### src/rtl/uart_pkg.sv
// uart_pkg: shared types and helpers for the UART receive path.
// Holds the receiver state enum, data width and the clocks-per-bit function.
package uart_pkg;

    localparam int DATA_W = 8;

    typedef enum logic [2:0] {
        IDLE,
        START,
        DATA,
        PARITY,
        STOP,
        BREAK
    } rx_state_t;

    function automatic int clks_per_bit(input int clk_hz, input int baud);
        return clk_hz / baud;
    endfunction

endpackage

### src/rtl/uart_rx_sync.sv
// uart_rx_sync: two-flop synchronizer for an asynchronous input, resets to 1.
// Ports: clk, rst (async, active-high), d (async in), q (synchronized out).
module uart_rx_sync (
    input  logic clk,
    input  logic rst,
    input  logic d,
    output logic q
);

    logic meta;

    always_ff @(posedge clk or posedge rst) begin
        if (rst) begin
            meta <= 1'b1;
            q    <= 1'b1;
        end else begin
            meta <= d;
            q    <= meta;
        end
    end

endmodule

### src/rtl/uart_rx.sv
// uart_rx: 8N1 UART receiver with a one-entry valid/ready holding register.
// Ports: CLK, RESET (async high), RXD (serial in, idle high),
//   rx_data/rx_valid/rx_ready (holding register handshake),
//   rx_frame_err, rx_overrun (1-cycle pulses), busy (FSM not IDLE).
// Optional: define UART_RX_PARITY_EN for an even-parity bit after bit 7.
module uart_rx
    import uart_pkg::*;
#(
    parameter int CLK_FREQ_HZ = 12000000,
    parameter int BAUD        = 115200
) (
    input  logic              CLK,
    input  logic              RESET,
    input  logic              RXD,
    output logic [DATA_W-1:0] rx_data,
    output logic              rx_valid,
    input  logic              rx_ready,
    output logic              rx_frame_err,
    output logic              rx_overrun,
    output logic              busy
);

    localparam int N  = clks_per_bit(CLK_FREQ_HZ, BAUD);
    localparam int H  = N / 2;
    localparam int CW = $clog2(N);

    localparam logic [CW-1:0] LOAD_H = CW'(H - 1);
    localparam logic [CW-1:0] LOAD_N = CW'(N - 1);

    if (N < 4) begin : g_bad_rate
        $error("uart_rx: CLK_FREQ_HZ/BAUD must be at least 4");
    end

    logic              rxd_s;
    rx_state_t         state, state_nx;
    logic [CW-1:0]     cnt, cnt_nx;
    logic [2:0]        bit_idx, bit_idx_nx;
    logic [DATA_W-1:0] shreg, shreg_nx;
    logic              done_q, done_nx;
    logic              ferr_q, ferr_nx;
    logic              tick;
`ifdef UART_RX_PARITY_EN
    logic              par_q, par_nx;
    logic              par_ok;
`endif

    uart_rx_sync u_sync (
        .clk (CLK),
        .rst (RESET),
        .d   (RXD),
        .q   (rxd_s)
    );

    assign tick = (cnt == '0);
    assign busy = (state != IDLE);
`ifdef UART_RX_PARITY_EN
    assign par_ok = ~^{shreg, par_q};
`endif

    always_comb begin
        state_nx   = state;
        cnt_nx     = tick ? cnt : cnt - CW'(1);
        bit_idx_nx = bit_idx;
        shreg_nx   = shreg;
        done_nx    = 1'b0;
        ferr_nx    = 1'b0;
`ifdef UART_RX_PARITY_EN
        par_nx     = par_q;
`endif
        unique case (state)
            IDLE: begin
                if (!rxd_s) begin
                    state_nx = START;
                    cnt_nx   = LOAD_H;
                end
            end
            START: begin
                // Mid-start-bit check rejects glitches shorter than H.
                if (tick) begin
                    if (rxd_s) begin
                        state_nx = IDLE;
                    end else begin
                        state_nx   = DATA;
                        cnt_nx     = LOAD_N;
                        bit_idx_nx = '0;
                    end
                end
            end
            DATA: begin
                if (tick) begin
                    cnt_nx     = LOAD_N;
                    shreg_nx   = {rxd_s, shreg[DATA_W-1:1]};
                    bit_idx_nx = bit_idx + 3'd1;
                    if (bit_idx == 3'd7) begin
`ifdef UART_RX_PARITY_EN
                        state_nx = PARITY;
`else
                        state_nx = STOP;
`endif
                    end
                end
            end
`ifdef UART_RX_PARITY_EN
            PARITY: begin
                if (tick) begin
                    cnt_nx   = LOAD_N;
                    par_nx   = rxd_s;
                    state_nx = STOP;
                end
            end
`endif
            STOP: begin
                // Leave mid-stop-bit so a start bit right after is caught.
                if (tick) begin
`ifdef UART_RX_PARITY_EN
                    done_nx = rxd_s & par_ok;
                    ferr_nx = ~(rxd_s & par_ok);
`else
                    done_nx = rxd_s;
                    ferr_nx = ~rxd_s;
`endif
                    state_nx = rxd_s ? IDLE : BREAK;
                end
            end
            BREAK: begin
                if (rxd_s) begin
                    state_nx = IDLE;
                end
            end
            default: state_nx = IDLE;
        endcase
    end

    always_ff @(posedge CLK or posedge RESET) begin
        if (RESET) begin
            state   <= IDLE;
            cnt     <= '0;
            bit_idx <= '0;
            shreg   <= '0;
            done_q  <= 1'b0;
            ferr_q  <= 1'b0;
`ifdef UART_RX_PARITY_EN
            par_q   <= 1'b0;
`endif
        end else begin
            state   <= state_nx;
            cnt     <= cnt_nx;
            bit_idx <= bit_idx_nx;
            shreg   <= shreg_nx;
            done_q  <= done_nx;
            ferr_q  <= ferr_nx;
`ifdef UART_RX_PARITY_EN
            par_q   <= par_nx;
`endif
        end
    end

    // shreg stays stable for H+N cycles after the stop sample,
    // so the holding register can load it one cycle later.
    always_ff @(posedge CLK or posedge RESET) begin
        if (RESET) begin
            rx_data      <= '0;
            rx_valid     <= 1'b0;
            rx_frame_err <= 1'b0;
            rx_overrun   <= 1'b0;
        end else begin
            rx_frame_err <= ferr_q;
            rx_overrun   <= 1'b0;
            unique case (1'b1)
                done_q && (!rx_valid || rx_ready): begin
                    rx_data  <= shreg;
                    rx_valid <= 1'b1;
                end
                done_q && rx_valid && !rx_ready: begin
                    rx_overrun <= 1'b1;
                end
                !done_q && rx_valid && rx_ready: begin
                    rx_valid <= 1'b0;
                end
                default: ;
            endcase
        end
    end

endmodule

### config.mk
export PLATFORM = sky130hd
export DESIGN_NAME = uart_rx
export DESIGN_NICKNAME = d
export VERILOG_FILES = /design/src/rtl/uart_pkg.sv /design/src/rtl/uart_rx_sync.sv /design/src/rtl/uart_rx.sv
export SDC_FILE = /design/constraint.sdc
export NUM_CORES = 1
export LEC_CHECK = 0
export BUFFER_PORTS_ARGS = -buffer_cell sky130_fd_sc_hd__buf_2
export CORE_ASPECT_RATIO = 0.5
export CORE_MARGIN = 2
export CORE_UTILIZATION = 34
export DETAILED_ROUTE_END_ITERATION = 10
export MAX_ROUTING_LAYER = met4
export SLEW_MARGIN = 20
export SYNTH_ARGS = -nofsm -noshare
export SYNTH_HDL_FRONTEND = slang
export SYNTH_HIERARCHICAL = 1
export SYNTH_SLANG_ARGS = --single-unit
### constraint.sdc
create_clock -name CLK -period 2.7 [get_ports CLK]
set_input_delay 0.675 -clock CLK [delete_from_list [all_inputs] [get_ports CLK]]
set_output_delay 0.675 -clock CLK [all_outputs]
set_load 0.05 [all_outputs]
Word level (Yosys, flattened, before mapping) --
Cells that the tools add are included.
Word-level totals: register bits 36, output and inout port bits 12, bits of input ports 4
Operators by class: bitwise logic cells 1, eq/ne operators 12, muxes and demuxes 25, reduce and logical (&&, ||, !) cells 17, $add $sub $neg 2
Operators with widths (number):
- 7-bit two-way mux | 5
- 3-bit two-way mux | 10
- 7-bit case mux with 3 select lines | 1
- 3-bit case mux with 5 select lines | 1
- 2-bit inequality test (second input constant) | 6
- 3-bit equality test (second input constant) | 3
- 7-bit logical NOT | 1
- 7-bit by 1-bit subtractor with 7-bit output (second input constant) | 1
- 3-bit case mux with 2 select lines | 1
- 6-bit AND reduction | 1
- 1-bit logical AND | 5
- 1-bit two-way mux | 5
- 4-bit AND reduction | 1
- 2-bit nonzero test | 2
- 3-bit by 1-bit adder with 3-bit output (second input constant) | 1
- 3-bit by 1-bit equality test with 1-bit output (second input constant) | 1
- 3-bit by 2-bit equality test with 1-bit output (second input constant) | 1
- 1-bit logical NOT | 3
- 3-bit logical NOT | 1
- 3-bit nonzero test | 1
- 2-bit two-way mux | 1
- 2-bit by 1-bit inequality test with 1-bit output (second input constant) | 1
- 1-bit case mux with 2 select lines | 1
- 2-bit AND reduction | 1
- other kinds (2) | 2

Longest topological paths before layout --
Gate-level depths: netlist of the first run.
word-level depth 5, mapped depth 10

Hierarchy --
Netlist of the first run, hierarchy kept.
Modules (own cells, without submodules):
- uart_rx | cells an instance 130, seq. area each 850.8 um^2, area each 1535.2 um^2, times used 1
- uart_rx_sync | cells an instance 3, seq. area each 52.6 um^2, area each 56.3 um^2, times used 1

Least setup slack after synthesis of the first run --
Ideal clock, no wire load.
path type reg2reg, start point reg cnt[2], end point reg cnt[0], clock period less this slack 1.872 ns, arrival time 1.740 ns, slack 0.828 ns, required time 2.568 ns, cell stages (with the launch flop) 9, cell sequence dfrtp_1 -> nor4_2 -> and3b_1 -> buf_6 -> inv_4 -> buf_2 -> ha_1 -> o221ai_1 -> a31oi_1
On the way: word-level cells in the longest chain between the ends 5, elaborated cells on any way between the ends 7
Ends and longest elaborated chain:
- start: declaration | RTL line uart_rx.sv:36 | logic [CW-1:0] cnt, cnt_nx;
- start signal: assignment | RTL line uart_rx.sv:147 | cnt <= cnt_nx;
- 7-bit logical NOT * | RTL line uart_rx.sv:54 | assign tick = (cnt == '0);
- 7-bit two-way mux | RTL line uart_rx.sv:62 | cnt_nx = tick ? cnt : cnt - CW'(1);
- 7-bit two-way mux | RTL line uart_rx.sv:80 | if (rxd_s) begin
- 7-bit two-way mux | RTL line uart_rx.sv:79 | if (tick) begin
- 7-bit case mux with 3 select lines * | RTL line uart_rx.sv:70 | unique case (state)
- net cnt_nx[0] | RTL line uart_rx.sv:36
Mark *: on every way through the listed nets, which the timed path passes. The rest lies on a longest branch. A chain may end at the register's enable or synchronous reset.

Worst setup path in the final report of the first run --
start point reg state[2], end point out busy
On the way: word-level cells in the longest chain between the ends 1
Ends and longest elaborated chain:
- start: declaration | RTL line uart_rx.sv:35 | rx_state_t state, state_nx;
- start signal: assignment | RTL line uart_rx.sv:146 | state <= state_nx;
- 3-bit nonzero test | RTL line uart_rx.sv:55 | assign busy = (state != IDLE);
- end: declaration | RTL line uart_rx.sv:20 | output logic busy
No other way between the ends.

==> results of run 1 <==
[metrics by stage]
stage                     cells  util [%]  instance area [um^2]  setup WS, ns  hold slack, ns
after global routing        209     40.59                  1804        0.4719          0.3591
after detailed placement    201     38.50                  1712        0.5985          0.3347
after CTS                   209     40.59                  1804        0.5542          0.3498
final                       209     40.59                  1804        0.5681          0.3490
after global placement      201     38.50                  1712        0.6788          0.3332
after floorplan             133         -                  1592        0.8282          0.3312
[critical path: stages, from the launching register on]
cell	delay, ns
dfrtp_1	0.53
or3_1	0.41
buf_2	0.23
[logic make-up after synthesis]
group | after synthesis | synth area share [%]
xor gates and xnor gates | 4 | 2.202
adders and majority gates | 5 | 3.931
and+or+nand+nor | 37 | 12.27
muxes | 17 | 12.03
buffers and inverters | 14 | 4.638
AOI/OAI and AO/OA | 20 | 8.176
DFF | 36 | 56.76
[power by group through the flow]
stage | Combinational, W | Clock, W | Sequential [W]
2_1_floorplan | 0.0000111 | 0 | 0.000553
3_3_place_gp | 0.0000179 | 0 | 0.000554
3_5_place_dp | 0.0000181 | 0 | 0.000554
4_1_cts | 0.0000180 | 0.000398 | 0.000544
5_1_grt | 0.0000207 | 0.000424 | 0.000544
6_report | 0.0000170 | 0.000385 | 0.000544
[layer usage]
layer / vias to the layer above / global-route usage [%]
met3: 4 / 2.800
met5: - / -
met4: 0 / 5.479
li1: 496 / -
met1: 496 / 15.17
met2: 10 / 17.89
[worst paths after layout]
check | slack [ns] | endpoint
worst max-delay path | 0.57 | busy
worst min-delay path | 0.35 | rx_frame_err
worst max register to register | 0.61 | shreg[3]
worst min register to register | 0.35 | rx_frame_err
max in group asynchronous | 1.91 | cnt[0]
min in group asynchronous | 0.41 | u_sync/meta
[sequential cells by signal, summed over array words and instances (netlist names)]
signal	count
rx_frame_err	1
rx_overrun	1
u_sync/meta	1
state	3
shreg	8
done_q	1
bit_idx	3
ferr_q	1
rx_valid	1
cnt	7
u_sync/q	1
rx_data	8
[cells in the mapped netlist, drive strengths merged]
library cell  count
a211oi            1
a21o              1
a21oi             7
a22o              2
a31oi             2
and2              1
and3b             1
buf               5
clkbuf            1
dfrtp            34
dfstp             2
ha                5
inv               8
mux2             17
nand2            10
nand2b            3
nand3             3
nor2             10
nor3              5
nor4              1
o211ai            1
o21ai             3
o221a             1
o221ai            1
o31ai             1
or3               1
or3b              1
or4               1
xnor2             2
xor2              2
[layout make-up]
| type | instances | area [um^2] | share of cell area (%) |
|---|---|---|---|
| clock buffer | 6 | 82.58 | 4.577 |
| clock inverter | 2 | 10.01 | 0.5548 |
| multi-input combinational | 83 | 614.3 | 34.05 |
| timing repair buffer | 17 | 90.09 | 4.993 |
| tap | 57 | 71.32 | 3.953 |
| sequential | 36 | 903.4 | 50.07 |
| inverter | 8 | 32.53 | 1.803 |
==> results.ini, run 1 <==
[timing]
finalMaxSlewViolations=0
finalHoldViolations=0
clock_skew_ns=0.005782
finalSetupViolCount=0
relSlewSlack_pct=67.11
finalSetupTns_ns=0
period_share_pct=78.96
fmax_mhz=469.1
rsz0062_at_grt=false
max_slew.worst_pin.slew_ns=0.4918
fin_crit_ns=2.132

[detailed_routing]
dr.pass1.iters=4
avgRoutedWirePerCell_um=12.66
routedLengthMet1_um=1326
routed_wl_um=2646
drc_errors=0
ant_nets=0
viasPerCell=4.813
detailroute.via_count=1006
wl_met3_um=47
route.met2.wl_um=1245
drt_iter0_markers=49
top_layer=met4

[power]
clockPowerShare_pct=40.7
switching_share_pct=20.79
power.density_nw_per_um2=524.4
switchingPower_w=0.0001966
intPower_w=0.0007494
leakagePower_nw=0.9261
seqPwrFrac_pct=57.5
comb_power_share_pct=1.8
total_power_w=0.0009461
ir_drop_mv=0.1736

[synth]
synth_cells=133
syn_nets=142
netlist.top_cell.by_area=dfrtp_1
synth_top_cell_area_share_pct=53.46
syn_area_um2=1592
yosys_warnings=6
synth_area_leaders=dfrtp_1 (53%), mux2_2 (12%), ha_1 (3.9%)
avgSynthCellArea_um2=11.97
synth_cell_types=33
ys_ff_latch=36
synth_seq_area_share_pct=56.76

[cells_and_area]
final_nets=160
most-common-layout-cells=dfrtp_1 (34), mux2_2 (17), buf_2 (15)
n_antenna_cell=0
fill_cells=413
final_common_cell=dfrtp_1
areaGrowthSynthToFinish_pct=13.36
drive_gt1_share_pct=32.24

[floorplan]
dieArea_um2=5278
rows=17
fp.coreArea_um2=4446
boundaryPins=16
die_h_um=52.38
start_util_pct=35.80
fp.dieW_um=100.8

[worst_setup_path]
worstPathArrival_ns=1.46
criticalPathCategory=register to output port
reg2reg_depth=5
startpoint_type=register
crit_required_ns=2.03
crit_path_start=state[2]
timing.rr.start=cnt[2]
critPathCaptureType=output port
critPathMaxFanout=13

[clock_network]
htreeDepth=2
cts_resized=0
worst_skew_pair.late_latency_ns=0.28
clockBufferDepth=2
clock_sinks=36
numCtsBuffers=5
cts_root_buf=clkbuf_8
cts_hold_buf=0
clkTransAtPathRegs_ns=0.06
postCtsSetupRepairBufs=0
cts_tree=yes

[global_route]
antenna_found_initial=0
grt_pass1_vias=996
grt_first_pass_wirelength_um=4629
grt_util_all_layers_pct=11.80
grt_overflow=0
grt_max_degree=35

[worst_hold_path]
min_delay_path_depth=0
hp-class=register to register
hp-start=ferr_q

[flow_run]
max_cap_viol_count=0

[placed_design]
place.gp.congestion=0.7670
port_buffers=15
hpwl_um=1859

[outcome]
status=finished, final reports clean

No activity file was read; power rests on OpenSTA's default activity.
==> run 2: changes to the inputs <==
clock period = 1.8 ns   (was 2.7 ns; I/O delays follow)
==> results.ini, run 2 (synthesis gave the netlist of run 1 again) <==
[timing]
finalMaxSlewViolations=0
fmax_mhz=551.5
finalWorstSetupSlack_ns=-0.01328
finalSetupTns_ns=-0.09456
max_slew.worst_pin.slew_ns=0.4202
finalSetupViolCount=8
hold_ws_ns=0.1867
finalHoldViolations=0
relSlewSlack_pct=71.98
clock_skew_ns=0.007436
rsz0062_at_grt=true
period_share_pct=100.7
fin_crit_ns=1.813

[floorplan]
rows=17
start_util_pct=35.80
die_h_um=52.38
dieArea_um2=5278
fp.coreArea_um2=4446
boundaryPins=16
fp.dieW_um=100.8

[placed_design]
place.gp.congestion=0.8191
hpwl_um=1984
port_buffers=15
placed_area_um2=1827

[flow_run]
max_cap_viol_count=0

[worst_setup_path]
startpoint_type=register
critPathMaxFanout=11
crit_required_ns=1.97
worstPathArrival_ns=1.98
crit_buf_inv=2
critPathCaptureType=register
path_cells=nor4_2 > and3b_2 > inv_4 > nor3_4 > buf_12 > mux2_2
criticalPathCategory=register to register
critPathSlowestCell=dfrtp_1
cpPeakStageDelay_ns=0.40
cp_top_family=simple AND/OR/NAND/NOR gates

[clock_network]
worst_skew_pair.late_latency_ns=0.29
cts_root_buf=clkbuf_8
clockBufferDepth=2
cts_tree=yes
clkTransAtPathRegs_ns=0.07
numCtsBuffers=5
clock_sinks=36
htreeDepth=2

[cells_and_area]
design_area_um2=1974
multi_input_area_um2=654.4
utilization_pct=44.41
biggestRegsByFlops=rx_data: 8 flops, shreg: 8 flops, cnt: 7 flops
final_common_cell=dfrtp_1
final_nets=173
register_area_um2=905.9
n_antenna_cell=0
fill_cells=401
drive_gt1_share_pct=42.07
most-common-layout-cells=dfrtp_1 (32), mux2_2 (16), buf_2 (14)
areaGrowthSynthToFinish_pct=24.06

[global_route]
grt_pass1_vias=1031
antenna_found_initial=0
grt_max_degree=35
grt_overflow=0
grt_util_all_layers_pct=12.47
grt_first_pass_wirelength_um=4816

[detailed_routing]
routed_wl_um=2823
detailroute.via_count=1056
viasPerCell=4.778
drt_iter0_markers=37
avgRoutedWirePerCell_um=12.77
dr.pass1.iters=4
drc_errors=0
ant_nets=0

[power]
seqPwrFrac_pct=56.2
total_power_w=0.001452
switchingPower_w=0.0002905
switching_share_pct=20.01
comb_power_share_pct=2.0
intPower_w=0.001161
ir_drop_mv=0.3293
leakagePower_nw=1.004
clockPowerShare_pct=41.8
power.density_nw_per_um2=735.4

[outcome]
status=finished, violations left
violations=setup timing

[worst_hold_path]
hp-class=input pin to async pin

## run 2: path summary, 6_finish.rpt
| path | slack, ns | depth (start not counted) | from | end |
|---|---|---|---|---|
| min reg2reg | 0.35 | 0 | ferr_q | rx_frame_err |
| min in group CLK | 0.26 | 1 | RXD | u_sync/meta |
| max | -0.01 | 6 | cnt[2] | shreg[7] |
| min | 0.19 | 2 | RESET | u_sync/meta |
| max reg2reg | -0.01 | 6 | cnt[2] | shreg[7] |
| max in group asynchronous | 1.22 | 3 | RESET | state[1] |
## run 2: area by class of cell
type                            instances  share of cell area (%)
Tap cell                               57                   3.612
Sequential cell                        36                   45.88
Timing Repair Buffer                   30                   10.84
Clock buffer                            7                   4.880
Inverter                                8                   1.648
Multi-Input combinational cell         83                   33.14
## run 2: stage by stage
stage          worst slack (ns)  instances
2_1_floorplan           0.01169        133
5_1_grt                 -0.1054        221
6_report               -0.01328        221
3_5_place_dp          -0.001229        213
4_1_cts                0.004174        219
3_3_place_gp            0.03235        213
## run 2: repair_timing
action,CTS,global route
setup buffers,0,2
endpoints found under the setup margin,10,13
hold buffers,0,0
gates cloned,0,0
gates resized for setup,5,8
pin swaps,1,3
## run 2: power groups by stage
stage	sequential, W	clock, W	combinational, W
6_report	0.000816	0.000607	0.0000284
4_1_cts	0.000816	0.000632	0.0000291
5_1_grt	0.000816	0.000666	0.0000335
3_3_place_gp	0.000831	0	0.0000287
2_1_floorplan	0.000830	0	0.0000167
3_5_place_dp	0.000831	0	0.0000291
## run 2: routing by layer
| metal | vias up | share of wire [%] | GRT usage [%] |
|---|---|---|---|
| met2 | 14 | 43 | 18.22 |
| met1 | 510 | 52 | 15.69 |
| li1 | 524 | - | - |
| met5 | - | 0 | - |
| met3 | 8 | 2.9 | 3.733 |
| met4 | 0 | 2.2 | 6.849 |
==> run 3: changes to the inputs <==
CELL_PAD_IN_SITES_DETAIL_PLACEMENT = 2   (was not set)
CELL_PAD_IN_SITES_GLOBAL_PLACEMENT = 2   (was not set)
CORE_MARGIN = not set   (was 2)
PLACE_DENSITY_LB_ADDON = 0.1   (was not set)
SLEW_MARGIN = 10   (was 20)
==> results.ini, run 3 (synthesis gave the netlist of run 1 again) <==
[outcome]
status=finished, violations left
violations=setup timing

[power]
switching_share_pct=22.52
power.density_nw_per_um2=683.4
seqPwrFrac_pct=57.4
intPower_w=0.001098
ir_drop_mv=0.3129
switchingPower_w=0.0003191
leakagePower_nw=1.057
comb_power_share_pct=2.4
clockPowerShare_pct=40.2

[cells_and_area]
utilization_pct=46.64
most-common-layout-cells=dfrtp_1 (34), buf_4 (17), mux2_2 (15)
stdcell_count=231
areaGrowthSynthToFinish_pct=30.27
final_nets=182
drive_gt1_share_pct=43.68
biggestRegsByFlops=rx_data: 8 flops, shreg: 8 flops, cnt: 7 flops
n_antenna_cell=0
final_common_cell=dfrtp_1

[timing]
relSlewSlack_pct=69.77
finalMaxSlewViolations=0
fin_crit_ns=1.830
finalWorstSetupSlack_ns=-0.02958
finalSetupTns_ns=-0.1627
rsz0062_at_grt=true
period_share_pct=101.6
finalHoldViolations=0
finalSetupViolCount=6
fmax_mhz=546.6
max_slew.worst_pin.slew_ns=0.4535
clock_skew_ns=0.01170

[worst_setup_path]
critPathSlowestCell=dfrtp_1
startpoint_type=register
cpPeakStageDelay_ns=0.41
critPathCaptureType=register
crit_buf_inv=2
timing.rr.start=cnt[5]
criticalPathCategory=register to register
ff2ff_setup_slack_ns=-0.03
critPathMaxFanout=10
path_cells=nor4_4 > and3b_2 > inv_4 > nor3_4 > buf_12 > mux2_2
crit_required_ns=1.98
rr_endpoint=shreg[5]
worstPathArrival_ns=2.01
reg2reg_depth=6
cp_top_family=simple AND/OR/NAND/NOR gates

[detailed_routing]
detailroute.via_count=1141
dr.pass1.iters=4
routed_wl_um=3966
avgRoutedWirePerCell_um=17.17
viasPerCell=4.939
ant_nets=0
drc_errors=0
drt_iter0_markers=41

[floorplan]
fp.coreArea_um2=4446
dieArea_um2=4975
die_h_um=50.38
boundaryPins=16
rows=17
start_util_pct=35.80
fp.dieW_um=98.76

[placed_design]
hpwl_um=2646
dp_slack_ns=-0.07592
place.gp.congestion=0.7678
place_inst=213
port_buffers=15

[global_route]
grt_util_all_layers_pct=18.83
grt_max_degree=35
grt_pass1_vias=1312
grt_overflow=0
antenna_found_initial=0
grt_first_pass_wirelength_um=6727

[worst_hold_path]
hp-class=input pin to async pin

[clock_network]
clockBufferDepth=2
clock_sinks=36
clkTransAtPathRegs_ns=0.07
cts_hold_buf=0
numCtsBuffers=5
htreeDepth=2
worst_skew_pair.late_latency_ns=0.29
cts_root_buf=clkbuf_8
cts_tree=yes

[flow_run]
max_cap_viol_count=0

-- run 3: changes by cell type in the layout (fill, tap and decap cells not counted), moves of 2 or more --
| cell | previous run | this run |
|---|---|---|
| buf_6 | 1 | 6 |
| clkbuf_1 | 0 | 2 |
| o21ai_0 | 3 | 1 |
| clkbuf_8 | 7 | 5 |
| o21ai_1 | 0 | 2 |
| buf_4 | 13 | 17 |
| dfrtp_2 | 2 | 0 |
| dfrtp_1 | 32 | 34 |
-- run 3: final cells by class --
type,instances,area (um^2)
clock buffers,7,76.32
clock inverters,1,8.758
fillers,457,2372
inverters,8,32.53
multi-input cells,83,675.6
flip-flops and latches,36,903.4
well taps,57,71.32
repair buffers,39,305.3
-- run 3: worst register-to-register path: cells and delay by family (launching register included) --
| family | cells | cell delay [ns] |
|---|---|---|
| flip-flops | 1 | 0.41 |
| AND/OR/NAND/NOR | 3 | 0.77 |
| buffers and inverters | 2 | 0.22 |
| multiplexers | 1 | 0.33 |
-- run 3: how the worst max path moves through the flow --
stage | start | end | slack, ns | cells past startpoint
after global placement | cnt[5] | cnt[0] | 0.02 | 7
after floorplan | cnt[5] | shreg[1] | 0.01 | 7
final | cnt[5] | shreg[5] | -0.03 | 6
after detailed placement | cnt[5] | shreg[1] | -0.08 | 6
after global routing | cnt[3] | shreg[5] | -0.11 | 6
after CTS | cnt[5] | shreg[1] | -0.05 | 6
-- run 3: repair_timing --
| action | CTS | global route |
|---|---|---|
| gates cloned | 0 | 0 |
| resized for setup | 5 | 14 |
| buffers inserted | 8 | 3 |
| pin swaps | 2 | 1 |
| setup endpoints to repair | 10 | 13 |
-- run 3: per-stage QoR --
stage                     total power (W)  area [um^2]  hold WS [ns]
after floorplan                 0.0008467         1607        0.3312
after global placement          0.0008627         1839        0.3365
after detailed placement        0.0008638         1839        0.3477
after CTS                        0.001435         1999        0.1869
after global routing             0.001475         2073        0.1865
final                            0.001417         2073        0.1880
-- run 3: power by group through the flow --
stage / Sequential [W] / Clock [W] / Combinational, W
CTS: 0.000813 / 0.000586 / 0.0000352
detailed placement: 0.000829 / 0 / 0.0000347
global placement: 0.000829 / 0 / 0.0000338
floorplan: 0.000830 / 0 / 0.0000167
finish: 0.000814 / 0.000569 / 0.0000339
global route: 0.000814 / 0.000622 / 0.0000388
-- run 3: routing by layer --
metal / up-vias / share of wire, % / GRT usage (%)
li1: 535 / - / -
met1: 586 / 49 / 23.67
met2: 16 / 47 / 30.42
met3: 4 / 2.9 / 4.596
met4: 0 / 1.2 / 5.970
met5: - / 0 / -
